## src/rtl/instr_queue.sv

```systemverilog
// Fetch-to-decode instruction buffer: circular queue of {pc, instr, err} entries
// with registered occupancy, sticky overflow flag and flush on redirect.
module instr_queue #(
  parameter int                XLEN       = 32,
  parameter int                ADDR_WIDTH = 32,
  parameter int                DEPTH      = 2,
  parameter logic [XLEN-1:0]   NOP_INSTR  = 32'h0000_0013
) (
  input  logic                     clk_i,
  input  logic                     rst_ni,
  input  logic                     flush_i,
  input  logic                     in_valid_i,
  input  logic [ADDR_WIDTH-1:0]    in_pc_i,
  input  logic [XLEN-1:0]          in_instr_i,
  input  logic                     in_err_i,
  output logic                     fetch_stall_o,
  output logic                     out_valid_o,
  output logic [ADDR_WIDTH-1:0]    out_pc_o,
  output logic [XLEN-1:0]          out_instr_o,
  output logic                     out_err_o,
  input  logic                     out_ready_i,
  output logic [$clog2(DEPTH):0]   count_o,
  output logic                     overflow_o
);

  localparam int PW = $clog2(DEPTH);
  localparam int CW = PW + 1;

  logic [ADDR_WIDTH-1:0] r_pc_mem    [DEPTH];
  logic [XLEN-1:0]       r_instr_mem [DEPTH];
  logic                  r_err_mem   [DEPTH];

  logic [PW-1:0] r_wptr;
  logic [PW-1:0] r_rptr;
  logic [CW-1:0] r_count;
  logic [CW-1:0] w_count_next;
  logic          r_overflow;

  logic w_full;
  logic w_empty;
  logic w_push;
  logic w_pop;
  logic w_drop;

  assign w_full  = (r_count == CW'(DEPTH));
  assign w_empty = (r_count == '0);

  // Full/stall derive from registered occupancy only, so out_ready_i never reaches fetch_stall_o.
  assign w_push = in_valid_i && !flush_i && !w_full;
  assign w_pop  = !w_empty && out_ready_i && !flush_i;
  assign w_drop = in_valid_i && !flush_i && w_full;

  always_comb begin
    w_count_next = r_count;
    if (flush_i) begin
      w_count_next = '0;
    end else begin
      case ({w_push, w_pop})
        2'b10:   w_count_next = r_count + CW'(1);
        2'b01:   w_count_next = r_count - CW'(1);
        default: w_count_next = r_count;
      endcase
    end
  end

  always_ff @(posedge clk_i or negedge rst_ni) begin
    if (!rst_ni) begin
      r_wptr     <= '0;
      r_rptr     <= '0;
      r_count    <= '0;
      r_overflow <= 1'b0;
    end else begin
      r_count <= w_count_next;
      if (flush_i) begin
        r_wptr     <= '0;
        r_rptr     <= '0;
        r_overflow <= 1'b0;
      end else begin
        if (w_push) r_wptr <= r_wptr + 1'b1;
        if (w_pop)  r_rptr <= r_rptr + 1'b1;
        if (w_drop) r_overflow <= 1'b1;
      end
    end
  end

  // Storage needs no reset: every read is qualified by the occupancy count.
  always_ff @(posedge clk_i) begin
    if (w_push) begin
      r_pc_mem[r_wptr]    <= in_pc_i;
      r_instr_mem[r_wptr] <= in_instr_i;
      r_err_mem[r_wptr]   <= in_err_i;
    end
  end

  assign out_valid_o   = !w_empty;
  assign out_pc_o      = w_empty ? '0 : r_pc_mem[r_rptr];
  assign out_err_o     = w_empty ? 1'b0 : r_err_mem[r_rptr];
  assign out_instr_o   = (w_empty || r_err_mem[r_rptr]) ? NOP_INSTR : r_instr_mem[r_rptr];
  assign fetch_stall_o = w_full;
  assign count_o       = r_count;
  assign overflow_o    = r_overflow;

endmodule

```

## config.mk

```make
export PLATFORM = sky130hd
export DESIGN_NAME = instr_queue
export DESIGN_NICKNAME = d
export VERILOG_FILES = /design/src/rtl/instr_queue.sv
export SDC_FILE = /design/constraint.sdc
export NUM_CORES = 1
export LEC_CHECK = 0
export CAP_MARGIN = 20
export CORE_MARGIN = 10
export CORE_UTILIZATION = 35
export CTS_CLUSTER_DIAMETER = 150
export DETAILED_ROUTE_END_ITERATION = 8
export PLACE_DENSITY = 0.65
export SLEW_MARGIN = 20
export SYNTH_ARGS = -nofsm -noshare
export SYNTH_HDL_FRONTEND = slang
export SYNTH_SLANG_ARGS = --single-unit
```

## constraint.sdc

```tcl
create_clock -name clk_i -period 9.1 [get_ports clk_i]
set_input_delay 1.365 -clock clk_i [delete_from_list [all_inputs] [get_ports clk_i]]
set_output_delay 1.365 -clock clk_i [all_outputs]
set_load 0.05 [all_outputs]
```

Word-level counts from Yosys, hierarchy flattened
Memory sizes are Yosys's and may differ from the RTL's. Index checks and enable logic that the tools add are counted.

$add $sub $neg: 4. Mux-type cells: 13. Equality and inequality tests: 3. Reduce and logical (&&, ||, !) cells: 14.

Operators by type and width (count): 2-to-1 mux 32 bit (2); 2-to-1 mux 1 bit (9); nonzero test 2 bit (3); logical AND 1 bit (5); equality test 2 bit, second input constant (2); case mux 2 bit (2 select lines) (1); zero test 1 bit (3); nonzero test 3 bit (1); adder 1 bit, second input constant (2); adder 2 x 1 -> 2 bit, second input constant (1); equality test 2 x 1 -> 1 bit, second input constant (1); zero test 2 bit (1); 2-to-1 mux 2 bit (1); subtractor 2 x 1 -> 2 bit, second input constant (1); logical OR 1 bit (1).

Input bits: 70. Word-level logic and storage cells: 41. Memories: 3. RAM bits: 130. Register bits: 5.

Memory list: r_instr_mem (words 2, width 32, read ports 1, clocked after Yosys merged registers in 0, write ports 1, line 30) `logic [XLEN-1:0] r_instr_mem [DEPTH];`; r_pc_mem (words 2, width 32, read ports 1, clocked after Yosys merged registers in 0, write ports 1, line 29) `logic [ADDR_WIDTH-1:0] r_pc_mem [DEPTH];`; r_err_mem (words 2, width 1, read ports 1, clocked after Yosys merged registers in 0, write ports 1, line 31) `logic r_err_mem [DEPTH];`.

Depth between registers and ports, before layout
Depth in word-level cells: 7. Gate-level depth with buffers: 6.

Worst setup path before layout
OpenSTA, ideal clock, no wires.

Kind: input to register. From: input in_valid_i. To: memory r_err_mem[1] (enable). Setup slack: 2.328 ns. Arrival time: 6.191 ns. Setup time: 0.581 ns. Stages on the path: 2. Path buffers: 0. Required time: 8.519 ns. Path through: nand2b_1 -> nor3b_1.

Longest elaborated chain between the ends: 4.

RTL lines: from (decl) (line 12) `input logic in_valid_i,`; logical AND 1 bit (2 in series) (line 49) `assign w_push = in_valid_i && !flush_i && !w_full;`; 2-to-1 mux 1 bit (line 88) `if (w_push) begin`; 2-to-1 mux 1 bit (implied by the code) (line 91) `r_err_mem[r_wptr] <= in_err_i;`; to (decl) (line 31).

Every way passes these cells.

Worst setup path in the final report
From: register r_rptr. To: output out_instr_o[31].

Longest elaborated chain between the ends: 3. Elaborated cells between the ends (all ways): 4.

RTL lines: from (decl) (line 34) `logic [PW-1:0] r_rptr;`; from (signal assigned) (line 80) `if (w_pop) r_rptr <= r_rptr + 1'b1;`; memory read (2 x 1 bit); logical OR 1 bit (line 98) `assign out_instr_o = (w_empty || r_err_mem[r_rptr]) ? NOP_INSTR : r_instr_mem[r_rptr];`; 2-to-1 mux 32 bit (*) (line 98); to (decl) (line 19) `output logic [XLEN-1:0] out_instr_o,`.

Mark *: on every way between the ends. The rest lies on a longest branch, timed or not.

==> impl_metrics.env <==
export IMPL_track_usage=0.115
export IMPL_ys_seq_elements=135
export IMPL_cts_tree="done"
export IMPL_drc=0
export IMPL_nets=523
export IMPL_skew_ns=0.00707
export IMPL_syn_area_per_cell_um2=17.3
export IMPL_dp_cells=618
export IMPL_slowest_delay_ns=0.84
export IMPL_cp_max_fo=35
export IMPL_report_final_setup_viol=0
export IMPL_gp_congestion=0.734
export IMPL_dp_hpwl_mm=7.75
export IMPL_root_buffer="clkbuf_16"
export IMPL_antenna_found_initial=1
export IMPL_fmax_mhz=214
export IMPL_leakage_nw=2.40
export IMPL_crit_chain="mux2i_4, nand2_2, nor2_1, clkdlybuf4s50_1"
export IMPL_path_clk_slew_ns=0.06
export IMPL_hold_ws_ns=0.499
export IMPL_maxSlewViolCount=0
export IMPL_cap_violations=0
export IMPL_ios=140
export IMPL_port_buffer_count=139
export IMPL_area_growth_pct=40.0
export IMPL_grt_max_degree=66
export IMPL_post_cts_resized=0
export IMPL_p_per_area_nw_per_um2=211
export IMPL_grt_pass1_vias=3264
export IMPL_fin_crit_sh=0.513
export IMPL_seq_area_frac_synth=0.765
export IMPL_path_buf_inv=1
export IMPL_fin_tns_setup_ns=0
export IMPL_crit_slowest_cell="clkdlybuf4s50_1"
export IMPL_critPathArrivalTime_ns=3.30
export IMPL_start_util=0.360
export IMPL_crit_family="buffers and inverters"
export IMPL_ant_nets=0
export IMPL_synth_main_ff_cell="edfxtp_1"
export IMPL_die_width_um=143
export IMPL_relSlewSlack=0.404
export IMPL_power_mw=1.56
export IMPL_totalWireLength_mm=11.5
export IMPL_holdCritPathClass="reg2reg"
export IMPL_grt_pass1_wl_mm=17.7
export IMPL_ctsHoldBuffers=0
export IMPL_syn_inst=304
export IMPL_start_kind="flop"
export IMPL_fp_dieArea_um2=20400
export IMPL_drt_wirelength_per_cell_um=17.6
export IMPL_setup_ws_ns=4.43
export IMPL_post_cts_buffers=0
export IMPL_vias=2981
export IMPL_hold_violations=0
export IMPL_syn_nets=374
export IMPL_path_class="reg2out"
export IMPL_cp_end_kind="primary output"
export IMPL_drive_above_1_share=0.107
export IMPL_htreeDepth=4
export IMPL_most_common_layout_cells="clkdlybuf4s50_1 (139), edfxtp_1 (130), mux2i_1 (65)"
export IMPL_clock_insertion_delay_worst_skew_ns=0.42
export IMPL_via_per_inst=4.59
export IMPL_grt_overflow_total=0
export IMPL_cp_required_ns=7.74
export IMPL_cts_buffer_depth=2
export IMPL_syn_area_um2=5270
export IMPL_synth_cell_types=28
export IMPL_yosys_warnings=0
export IMPL_ys_async_sr_fraction=0.0370
export IMPL_drtIter0Drc=177
export IMPL_row_count=44
export IMPL_period_minus_slack_ns=4.67
export IMPL_status="finished, final reports clean"
export IMPL_cts_buffers=17
export IMPL_antenna_cells=0
export IMPL_coreArea_um2=14600
export IMPL_rsz0062_at_grt="no"
export IMPL_synth_edf_count=130
export IMPL_tightest_slew_ns=0.894
export IMPL_die_h_um=143
export IMPL_drt_pass1_iterations=5
export IMPL_instances_no_fill=650
export IMPL_clock_sinks=135
export IMPL_mostFrequentLayoutCell="clkdlybuf4s50_1"
export IMPL_dp_slack_ns=4.81
export IMPL_ir_drop_mv=0.110
==> synth_stat cells (2+ instances only) <==
master | n | area share
a21oi_1 | 5 | 0.0047
o21ai_0 | 2 | 0.0019
clkbuf_1 | 3 | 0.0021
nor3b_1 | 2 | 0.0028
mux2i_1 | 65 | 0.12
nor2_4 | 10 | 0.021
edfxtp_1 | 130 | 0.74
dfrtp_1 | 5 | 0.024
buf_2 | 2 | 0.0019
buf_4 | 6 | 0.0085
buf_6 | 2 | 0.0043
nand3_1 | 3 | 0.0028
nor2_1 | 54 | 0.038
==> logic make-up (layout without fill, tap and decap cells) <==
| kind of cell | count (synthesis) | count (layout) | synth area share |
|---|---|---|---|
| compound gates | 9 | 9 | 0.00950 |
| xor+xnor | 1 | 1 | 0.00166 |
| buf+inv | 16 | 178 | 0.0211 |
| flops | 135 | 135 | 0.765 |
| mux | 66 | 66 | 0.128 |
| simple gates | 77 | 77 | 0.0753 |
==> power by group <==
part / internal [mW] / switching, mW / leakage [nW]
sequential: 0.707 / 0.0127 / 1.26
combinational: 0.0860 / 0.133 / 0.891
clock: 0.369 / 0.248 / 0.248
total: 1.16 / 0.394 / 2.40
==> layout make-up <==
type | instances | area [um2]
tap | 184 | 230
clock buffer | 17 | 425
sequential | 135 | 4030
clock inverter | 15 | 114
fill | 1231 | 7270
multi-input combinational | 153 | 1140
timing repair buffer | 144 | 1430
inverter | 2 | 7.51
==> state kept, by name, summed over array words and instances (netlist names) <==
| register | cells |
|---|---|
| r_wptr | 1 |
| count_o | 2 |
| overflow_o | 1 |
| r_pc_mem | 64 |
| r_err_mem | 2 |
| r_instr_mem | 64 |
| r_rptr | 1 |
==> worst paths after layout <==
kind / from / endpoint / slack (ns) / depth (start not counted)
setup / recovery: r_rptr / out_instr_o[31] / 4.43 / 4
hold / removal: overflow_o / overflow_o / 0.50 / 2
setup reg to reg: count_o[1] / r_pc_mem[1][3] / 6.89 / 4
hold reg to reg: overflow_o / overflow_o / 0.50 / 2
max in group asynchronous: rst_ni / r_rptr / 7.69 / 1
min in group asynchronous: rst_ni / count_o[0] / 1.18 / 1
==> per-layer routing <==
layer / routed length (um) / GRT usage
met3: 1120 / 0.0590
met5: 13 / 0
met4: 200 / 0.0489
met2: 5560 / 0.186
met1: 4560 / 0.125
==> through the flow <==
stage	cell area (um2)	util
detailed placement	6840	0.467
global route	7380	0.504
global placement	6840	0.467
floorplan	5270	-
finish	7380	0.504
CTS	7380	0.504
==> worst reg2reg max path: cells and delay by family (launching register included) <==
family | cells | cell delay [ns]
buf+inv | 1 | 0.72
flops | 1 | 0.46
simple gates | 3 | 0.63
Note: power is estimated with default switching activity, not from simulation.
